===== src/rtl/gen_crd_mng_pkg.sv =====
// Shared helpers for the multi-channel credit manager.
// crd_sat_next applies one cycle of grant/use to a count and saturates it at 0 and init.
package gen_crd_mng_pkg;

  // Returns {next_cnt[31:0], ovf, udf}. The sum is signed so underflow shows up as a negative value.
  function automatic logic [33:0] crd_sat_next(input logic signed [31:0] cnt,
                                               input logic signed [31:0] g,
                                               input logic signed [31:0] u,
                                               input logic signed [31:0] init);
    logic signed [31:0] n;
    logic ovf;
    logic udf;
    n   = cnt + g - u;
    ovf = 1'b0;
    udf = 1'b0;
    if (n < 0) begin
      n   = 32'sd0;
      udf = 1'b1;
    end else if (n > init) begin
      n   = init;
      ovf = 1'b1;
    end
    return {n, ovf, udf};
  endfunction

endpackage


===== src/rtl/gen_crd_mng_ch.sv =====
// One credit channel: saturating counter, sticky overflow/underflow flags, status decode.
// Status outputs are decoded combinationally from the registered count.
module gen_crd_mng_ch
  import gen_crd_mng_pkg::*;
#(
  parameter int CRD_INIT_AMOUNT  = 8,
  parameter int MAX_CRD_USED_VAL = 1,
  parameter int LOW_WM           = 1,
  parameter int CNT_W            = 4,
  parameter int GRNT_W           = 1,
  parameter int USED_W           = 1
) (
  input  logic              clk,
  input  logic              rst_n,
  input  logic              grnt_en,
  input  logic [GRNT_W-1:0] grnt_val,
  input  logic              used_en,
  input  logic [USED_W-1:0] used_val,
  input  logic              reinit,
  input  logic              err_clr,
  output logic [CNT_W-1:0]  cnt,
  output logic              exist,
  output logic              low,
  output logic              full,
  output logic              ovf,
  output logic              udf
);

  logic signed [31:0] g;
  logic signed [31:0] u;
  logic [33:0]        sat;
  logic [CNT_W-1:0]   cnt_p0;
  logic               ovf_p0;
  logic               udf_p0;
  logic               unused_sat_hi;

  always_comb begin
    g   = grnt_en ? $signed({{(32-GRNT_W){1'b0}}, grnt_val}) : 32'sd0;
    u   = used_en ? $signed({{(32-USED_W){1'b0}}, used_val}) : 32'sd0;
    sat = crd_sat_next($signed({{(32-CNT_W){1'b0}}, cnt_p0}), g, u, CRD_INIT_AMOUNT);
  end

  assign unused_sat_hi = ^sat[33:CNT_W+2];

  // Stage p0: count and sticky flags; reinit discards this cycle's traffic, a new error beats err_clr
  always_ff @(posedge clk) begin
    if (!rst_n) begin
      cnt_p0 <= CNT_W'(CRD_INIT_AMOUNT);
      ovf_p0 <= 1'b0;
      udf_p0 <= 1'b0;
    end else begin
      cnt_p0 <= reinit ? CNT_W'(CRD_INIT_AMOUNT) : sat[CNT_W+1:2];
      ovf_p0 <= (ovf_p0 & ~err_clr) | (sat[1] & ~reinit);
      udf_p0 <= (udf_p0 & ~err_clr) | (sat[0] & ~reinit);
    end
  end

  assign cnt   = cnt_p0;
  assign ovf   = ovf_p0;
  assign udf   = udf_p0;
  assign exist = (cnt_p0 >= CNT_W'(MAX_CRD_USED_VAL));
  assign low   = (cnt_p0 <= CNT_W'(LOW_WM));
  assign full  = (cnt_p0 == CNT_W'(CRD_INIT_AMOUNT));

endmodule


===== src/rtl/gen_crd_mng_mc.sv =====
// Multi-channel credit manager: NUM_CH independent credit pools on the sender side of a link.
// Each channel is a gen_crd_mng_ch; err_any is a registered summary of all sticky flags.
module gen_crd_mng_mc #(
  parameter int NUM_CH           = 4,
  parameter int CRD_INIT_AMOUNT  = 8,
  parameter int MAX_CRD_GRNT_VAL = 1,
  parameter int MAX_CRD_USED_VAL = 1,
  parameter int LOW_WM           = 1,
  localparam int CRD_CNT_W       = $clog2(CRD_INIT_AMOUNT + 1),
  localparam int CRD_GRNT_W      = $clog2(MAX_CRD_GRNT_VAL + 1),
  localparam int CRD_USED_W      = $clog2(MAX_CRD_USED_VAL + 1)
) (
  input  logic                         clk,
  input  logic                         rst_n,
  input  logic [NUM_CH-1:0]            crd_grnt_en,
  input  logic [NUM_CH*CRD_GRNT_W-1:0] crd_grnt_val,
  input  logic [NUM_CH-1:0]            crd_used_en,
  input  logic [NUM_CH*CRD_USED_W-1:0] crd_used_val,
  input  logic [NUM_CH-1:0]            crd_reinit,
  input  logic [NUM_CH-1:0]            err_clr,
  output logic [NUM_CH*CRD_CNT_W-1:0]  crd_cnt,
  output logic [NUM_CH-1:0]            crd_exist,
  output logic [NUM_CH-1:0]            crd_low,
  output logic [NUM_CH-1:0]            crd_full,
  output logic [NUM_CH-1:0]            err_ovf,
  output logic [NUM_CH-1:0]            err_udf,
  output logic                         err_any
);

  logic err_any_p0;

  for (genvar i = 0; i < NUM_CH; i++) begin : g_ch
    gen_crd_mng_ch #(
      .CRD_INIT_AMOUNT  (CRD_INIT_AMOUNT),
      .MAX_CRD_USED_VAL (MAX_CRD_USED_VAL),
      .LOW_WM           (LOW_WM),
      .CNT_W            (CRD_CNT_W),
      .GRNT_W           (CRD_GRNT_W),
      .USED_W           (CRD_USED_W)
    ) u_ch (
      .clk      (clk),
      .rst_n    (rst_n),
      .grnt_en  (crd_grnt_en[i]),
      .grnt_val (crd_grnt_val[i*CRD_GRNT_W +: CRD_GRNT_W]),
      .used_en  (crd_used_en[i]),
      .used_val (crd_used_val[i*CRD_USED_W +: CRD_USED_W]),
      .reinit   (crd_reinit[i]),
      .err_clr  (err_clr[i]),
      .cnt      (crd_cnt[i*CRD_CNT_W +: CRD_CNT_W]),
      .exist    (crd_exist[i]),
      .low      (crd_low[i]),
      .full     (crd_full[i]),
      .ovf      (err_ovf[i]),
      .udf      (err_udf[i])
    );
  end

  // Stage p1: summary flag lags the per-channel flags by one cycle
  always_ff @(posedge clk) begin
    if (!rst_n) err_any_p0 <= 1'b0;
    else        err_any_p0 <= |(err_ovf | err_udf);
  end

  assign err_any = err_any_p0;

endmodule

===== config.mk =====
export PLATFORM = sky130hd
export DESIGN_NAME = gen_crd_mng_mc
export DESIGN_NICKNAME = d
export VERILOG_FILES = /design/src/rtl/gen_crd_mng_pkg.sv /design/src/rtl/gen_crd_mng_ch.sv /design/src/rtl/gen_crd_mng_mc.sv
export SDC_FILE = /design/constraint.sdc
export NUM_CORES = 1
export LEC_CHECK = 0
export ABC_AREA = 1
export CAP_MARGIN = 15
export CORE_UTILIZATION = 30
export DETAILED_ROUTE_END_ITERATION = 10
export PLACE_DENSITY = 0.65
export SLEW_MARGIN = 30
export SYNTH_ARGS = -nofsm -noshare
export SYNTH_HDL_FRONTEND = slang
export SYNTH_HIERARCHICAL = 1
export SYNTH_SLANG_ARGS = --single-unit

===== constraint.sdc =====
create_clock -name clk -period 4.03 [get_ports clk]
set_input_delay 0.806 -clock clk [delete_from_list [all_inputs] [get_ports clk]]
set_output_delay 0.806 -clock clk [all_outputs]
set_load 0.02 [all_outputs]

### Word level (Yosys, flattened, before mapping)

Cells that the tools add are included.

| word-level totals | value |
|---|---|
| word-level logic and storage cells | 116 |
| bits of input ports | 26 |
| output and inout bits | 37 |
| register bits | 25 |

| cells by class | value |
|---|---|
| equality and inequality tests | 4 |
| order comparisons | 16 |
| add/subtract/negate cells | 8 |
| multiplexer cells | 28 |
| bitwise logic cells | 34 |
| reductions and logical operators | 9 |

Operator list:

| kind | count |
|---|---|
| adder 5 x 32 -> 32 bit | 4 |
| > comparator 32 x 5 -> 1 bit, second input constant | 4 |
| less-than comparator 32 x 1 -> 1 bit, second input constant | 4 |
| subtractor 32 x 2 -> 32 bit | 4 |
| 2-to-1 mux 4 bit | 8 |
| 2-to-1 mux 1 bit | 20 |
| OR reduction 4 bit | 5 |
| AND 1 bit | 16 |
| equality test 4 bit, second input constant | 4 |
| >= comparator 4 x 1 -> 1 bit, second input constant | 4 |
| less-or-equal comparator 4 x 1 -> 1 bit, second input constant | 4 |
| inverter 1 bit | 9 |
| OR 1 bit | 8 |
| OR reduction 2 bit | 4 |
| OR 4 bit | 1 |

### Depth between registers and ports, before layout

| depth | value |
|---|---|
| word-level depth | 8 |
| depth in mapped cells | 17 |

### Hierarchy

Netlist, hierarchy kept.

Modules (own cells, without submodules):

| module | area an instance (sq um) | cells each | times used |
|---|---|---|---|
| gen_crd_mng_ch at g_ch[1].u_ch ... | 516.7 | 74 | 3 |
| gen_crd_mng_ch at g_ch[0].u_ch | 516.7 | 73 | 1 |
| gen_crd_mng_mc | 53.8 | 10 | 1 |

### Worst setup path after synthesis

OpenSTA, ideal clock, no wires.

| timing path | value |
|---|---|
| path kind | input -> register |
| start point | input crd_used_en[0] |
| end point | register g_ch[0].u_ch.ovf_p0 |
| path buffers | 0 |
| path slack | 1.318 ns |
| library setup time | 0.112 ns |
| stages on the path | 17 |
| arrival time | 2.599 ns |
| required time | 3.918 ns |
| cell sequence | nand2_1 -> inv_1 -> ha_1 -> inv_1 -> ha_1 -> fa_1 -> a21oi_1 -> nor2_1 -> nor2_1 -> ha_1 -> inv_1 -> nor2_1 -> nand2_2 -> nor2_4 -> nand2_1 -> nand2_1 -> nand2_1 |

| on the way | value |
|---|---|
| word-level cells in the longest chain between the ends | 7 |

RTL lines:

| element | RTL line | RTL |
|---|---|---|
| from (decl) | gen_crd_mng_mc.sv:17 | `input logic [NUM_CH-1:0] crd_used_en,` |
| 2-to-1 mux 1 bit (*) | gen_crd_mng_ch.sv:39 | `u = used_en ? $signed({{(32-USED_W){1'b0}}, used_val}) : 32'sd0;` |
| subtractor 32 x 2 -> 32 bit (*) | gen_crd_mng_pkg.sv:13 | `n = cnt + g - u;` |
| > comparator 32 x 5 -> 1 bit | gen_crd_mng_pkg.sv:19 | `end else if (n > init) begin` |
| 2-to-1 mux 1 bit | gen_crd_mng_pkg.sv:19 |  |
| 2-to-1 mux 1 bit (*) | gen_crd_mng_pkg.sv:16 | `if (n < 0) begin` |
| AND 1 bit (*) | gen_crd_mng_ch.sv:53 | `ovf_p0 <= (ovf_p0 & ~err_clr) \| (sat[1] & ~reinit);` |
| OR 1 bit (*) | gen_crd_mng_ch.sv:53 |  |
| to (signal assigned) | gen_crd_mng_ch.sv:53 |  |
| to (decl) | gen_crd_mng_ch.sv:33 | `logic ovf_p0;` |

Mark *: on every way between the ends. The rest lies on a longest branch, timed or not.
A chain may end at the register's enable or synchronous reset.

### Worst setup path in the final report

| timing path | value |
|---|---|
| start point | input crd_grnt_val[0] |
| end point | register g_ch[0].u_ch.cnt_p0[2] |

| on the way | value |
|---|---|
| word-level cells in the longest chain between the ends | 5 |

RTL lines:

| element | RTL line | RTL |
|---|---|---|
| from (decl) | gen_crd_mng_mc.sv:16 | `input logic [NUM_CH*CRD_GRNT_W-1:0] crd_grnt_val,` |
| 2-to-1 mux 1 bit (*) | gen_crd_mng_ch.sv:38 | `g = grnt_en ? $signed({{(32-GRNT_W){1'b0}}, grnt_val}) : 32'sd0;` |
| adder 5 x 32 -> 32 bit (*) | gen_crd_mng_pkg.sv:13 |  |
| subtractor 32 x 2 -> 32 bit (*) | gen_crd_mng_pkg.sv:13 |  |
| > comparator 32 x 5 -> 1 bit or less-than comparator 32 x 1 -> 1 bit (tied branches) | gen_crd_mng_pkg.sv:19, gen_crd_mng_pkg.sv:16 |  |
| OR reduction 4 bit (no line) | -- |  |
| to (signal assigned) | gen_crd_mng_ch.sv:48 | `cnt_p0 <= CNT_W'(CRD_INIT_AMOUNT);` |
| to (signal assigned) | gen_crd_mng_ch.sv:52 | `cnt_p0 <= reinit ? CNT_W'(CRD_INIT_AMOUNT) : sat[CNT_W+1:2];` |
| to (decl) | gen_crd_mng_ch.sv:32 | `logic [CNT_W-1:0] cnt_p0;` |

Marked as above.

==> qor.log <==
INFO  outcome        run_status=completed
INFO  cells_and_area final_net_count=434
INFO  clock_tree     cts-root-buf=sky130_fd_sc_hd__clkbuf_8
INFO  power_and_ir_drop maximum_resistive_drop_on_vdd=0.1372mV
INFO  critical_path  cp-startpoint=crd_grnt_val[0]
INFO  critical_path  r2r_start=g_ch[0].u_ch/cnt[1]
INFO  cells_and_area syn_to_final_growth=37.11%
INFO  timing         layout_min_cycle_time=3024ps
INFO  min_path       worst_hold_startpoint=g_ch[2].u_ch/udf
INFO  critical_path  crit_slowest_cell=sky130_fd_sc_hd__clkdlybuf4s50_1
INFO  synth          syn-cell-area=2121um2
INFO  drt            avgRoutedWirePerCell=9.587um
INFO  global_route   via_count_of_the_first_global_routing_pass=1844
INFO  critical_path  cp-start-kind=input port
INFO  cells_and_area layout_fillers=713
INFO  critical_path  critical_path.max_fanout=3
INFO  cells_and_area layout_commonest_cell=sky130_fd_sc_hd__inv_1
INFO  critical_path  cp_cell_sequence=clkdlybuf4s50_1, nand2_1, ha_1, inv_1, ha_1, fa_1, a21oi_1, nor2_1, nor2_1, ha_1, inv_1, nor2_1, nand2_2, nor2_4, nand3_2, nor2_1
INFO  placement      dp_hpwl=3820um
INFO  clock_tree     postCtsSetupRepairBufs=0
INFO  global_route   grt.total_usage=12.52%
INFO  floorplanning  pin_count=63
INFO  global_route   first_pass_grt_wire_length=7624um
INFO  critical_path  worstPathArrival=3230ps
INFO  clock_tree     clock_insertion_delay_worst_skew=270ps
INFO  clock_tree     cts.clk_slew.worst_paths=90ps
INFO  global_route   largest_net_degree_at_the_start_of_global_routing=15
INFO  synth          postSynthRegisterBits=25
INFO  timing         clock.fmax=330.7MHz
INFO  drt            number_of_vias_in_the_routed_layout=1969
INFO  timing         max_slew.worst_pin.slew=466.2ps
INFO  critical_path  maximum_cell_stage_delay_along_the_critical_path=460ps
INFO  cells_and_area layout.cells.most_common_list=sky130_fd_sc_hd__inv_1, sky130_fd_sc_hd__clkdlybuf4s50_1, sky130_fd_sc_hd__nor2_1
INFO  synth          synth_cell_types=16
INFO  drt            drt_first_pass_iters=4
INFO  clock_tree     htreeDepth=1
INFO  critical_path  path_delay_family=adder cells
INFO  critical_path  endpoint_required_time_on_the_critical_path=4230ps
INFO  critical_path  type_of_the_worst_setup_path=input port to flip-flop
INFO  timing         min_period_over_period=75.04%
INFO  floorplanning  fp.dieArea=7410um2
INFO  timing         final_total_negative_setup_slack=0ps
INFO  critical_path  worst_path_buffer_plus_inverter_count=3
INFO  placement      post-place-ws=728.5ps
INFO  drt            ant_nets=0
INFO  cells_and_area fin_area=2908um2
INFO  timing         maxSlewViolCount=0
INFO  global_route   grt_antenna_before_repair=0
INFO  synth          synth_nets=367
INFO  placement      postPlaceCellArea=2861um2
INFO  floorplanning  fp.dieW=86.08um
INFO  clock_tree     cts_buffer_depth=2
INFO  drt            drc_errors=0
INFO  timing         setup-violations-final=0
INFO  synth          synth_area_per_cell=6.953um2
INFO  placement      io_buffer_count=62
INFO  synth          synth_cells=305
INFO  synth          ys_seq_area_share=23.60%
INFO  min_path       min_path_type=flip-flop to flip-flop
INFO  drt            postRouteWirelength=4477um
INFO  floorplanning  core_region_area=6794um2
INFO  floorplanning  die_height=86.08um
INFO  timing         finalWorstSetupSlack=1006ps
INFO  clock_tree     cts_resized=0
INFO  timing         rsz_0062_raised_after_global_routing=false
INFO  critical_path  crit_top_cell=sky130_fd_sc_hd__nor2_1
INFO  floorplanning  core.rowCount=30
INFO  synth          yosys_warnings=6
INFO  clock_tree     hold_bufs_at_cts=0
INFO  power_and_ir_drop leakage=1.482nW
INFO  power_and_ir_drop power_density_of_the_placed_cells=303.9nW/um2
INFO  drt            drt_iter0_markers=51
INFO  timing         final.setup_skew=3.298ps
INFO  timing         final_hold_viol_count=0
INFO  placement      routabilityCongestion=0.8083
INFO  timing         worst_slew_margin_rel=68.82%
INFO  global_route   grt_overflow=0
INFO  job            max_cap_viol_count=0
INFO  cells_and_area antenna-diode-count=0
INFO  cells_and_area post_route_cells_drive_above_1_share=7.547%
INFO  clock_tree     cts_inserted_buffers=3
INFO  clock_tree     cts_num_sinks=25
INFO  drt            via_density_per_instance=4.216
INFO  floorplanning  initial_utilization=31.22%
INFO  clock_tree     clock_tree_from_tritoncts=built
INFO  critical_path  timing.critical_path.to_type=flip-flop
routing by layer:
metal	vias to the layer above	GRT usage (%)	wire length, um
li1	1065	-	-
met1	864	15.67	2177
met2	38	22.29	2121
met3	2	2.117	162
met4	0	2.879	15
met5	-	0	0
path summary, 6_finish.rpt:
| kind | endpoint | cells after the start | slack (ps) |
|---|---|---|---|
| worst min register to register | g_ch[2].u_ch/udf | 2 | 490 |
| worst max-delay path | g_ch[0].u_ch/cnt[2] | 16 | 1010 |
| worst max register to register | g_ch[0].u_ch/cnt[2] | 12 | 1950 |
| worst min-delay path | g_ch[2].u_ch/udf | 2 | 490 |
layout make-up:
type                    count  area, um2  area share [%]
well taps                  96      120.1           4.131
clock buffers               3      41.29           1.420
multi-input cells         215       1376           47.33
clock inverters             1      5.005          0.1721
repair buffers             62      620.6           21.34
flip-flops and latches     25      500.5           17.21
inverters                  65      244.0           8.391
stage by stage:
step           total power, mW  hold slack (ps)  util [%]  cells
2_1_floorplan           0.5857            556.8         -    305
3_5_place_dp            0.7391            475.8     42.12    463
6_report                0.8838            488.0     42.80    467
5_1_grt                 0.9578            516.7     42.80    467
4_1_cts                 0.8957            495.2     42.80    467
3_3_place_gp            0.7315            478.5     42.12    463
logic make-up (layout without fill, tap and decap cells):
family          Yosys count  after routing  share of synthesized area, %
fa+ha+maj                36             36                         22.65
compound gates           16             16                         4.956
xor+xnor                  4              4                         1.652
simple gates            159            159                         35.63
buf+inv                  65            131                         11.50
flops                    25             25                         23.60
cells in the mapped netlist:
cell                        n  share of area, %
sky130_fd_sc_hd__ha_1      32                19
sky130_fd_sc_hd__inv_1     65                12
sky130_fd_sc_hd__nand2_2    4               1.2
sky130_fd_sc_hd__fa_1       4               3.8
sky130_fd_sc_hd__a21oi_1    8               1.9
sky130_fd_sc_hd__nor2_1    61                11
sky130_fd_sc_hd__nand2_1   53               9.4
sky130_fd_sc_hd__nand3b_1   4               1.4
sky130_fd_sc_hd__nor2_4     4               2.1
sky130_fd_sc_hd__a21boi_0   4               1.4
sky130_fd_sc_hd__dfxtp_1   25                24
sky130_fd_sc_hd__nor3b_1    1              0.35
sky130_fd_sc_hd__a21oi_2    4               1.7
sky130_fd_sc_hd__xnor2_1    4               1.7
sky130_fd_sc_hd__nand3_2   12               5.7
sky130_fd_sc_hd__nand3_1   20               4.7
tightest hold or removal path: cells and delay by family (launching register included):
family | cells | cell delay, ps
DFF | 1 | 330
and+or+nand+nor | 2 | 130
flip-flops by register name, summed over array words and instances, names as in the netlist:
register and flops:
g_ch.u_ch/cnt 16, g_ch.u_ch/ovf 4, g_ch.u_ch/udf 4, err_any 1
where the power goes:
| part | leakage (nW) | internal, mW | total [mW] | switching, mW |
|---|---|---|---|---|
| combinational | 1.25 | 0.198 | 0.443 | 0.244 |
| sequential | 0.203 | 0.270 | 0.288 | 0.0184 |
| clock | 0.0255 | 0.0692 | 0.153 | 0.0838 |
| total | 1.48 | 0.537 | 0.884 | 0.347 |
(Power assumes the default switching activity.)
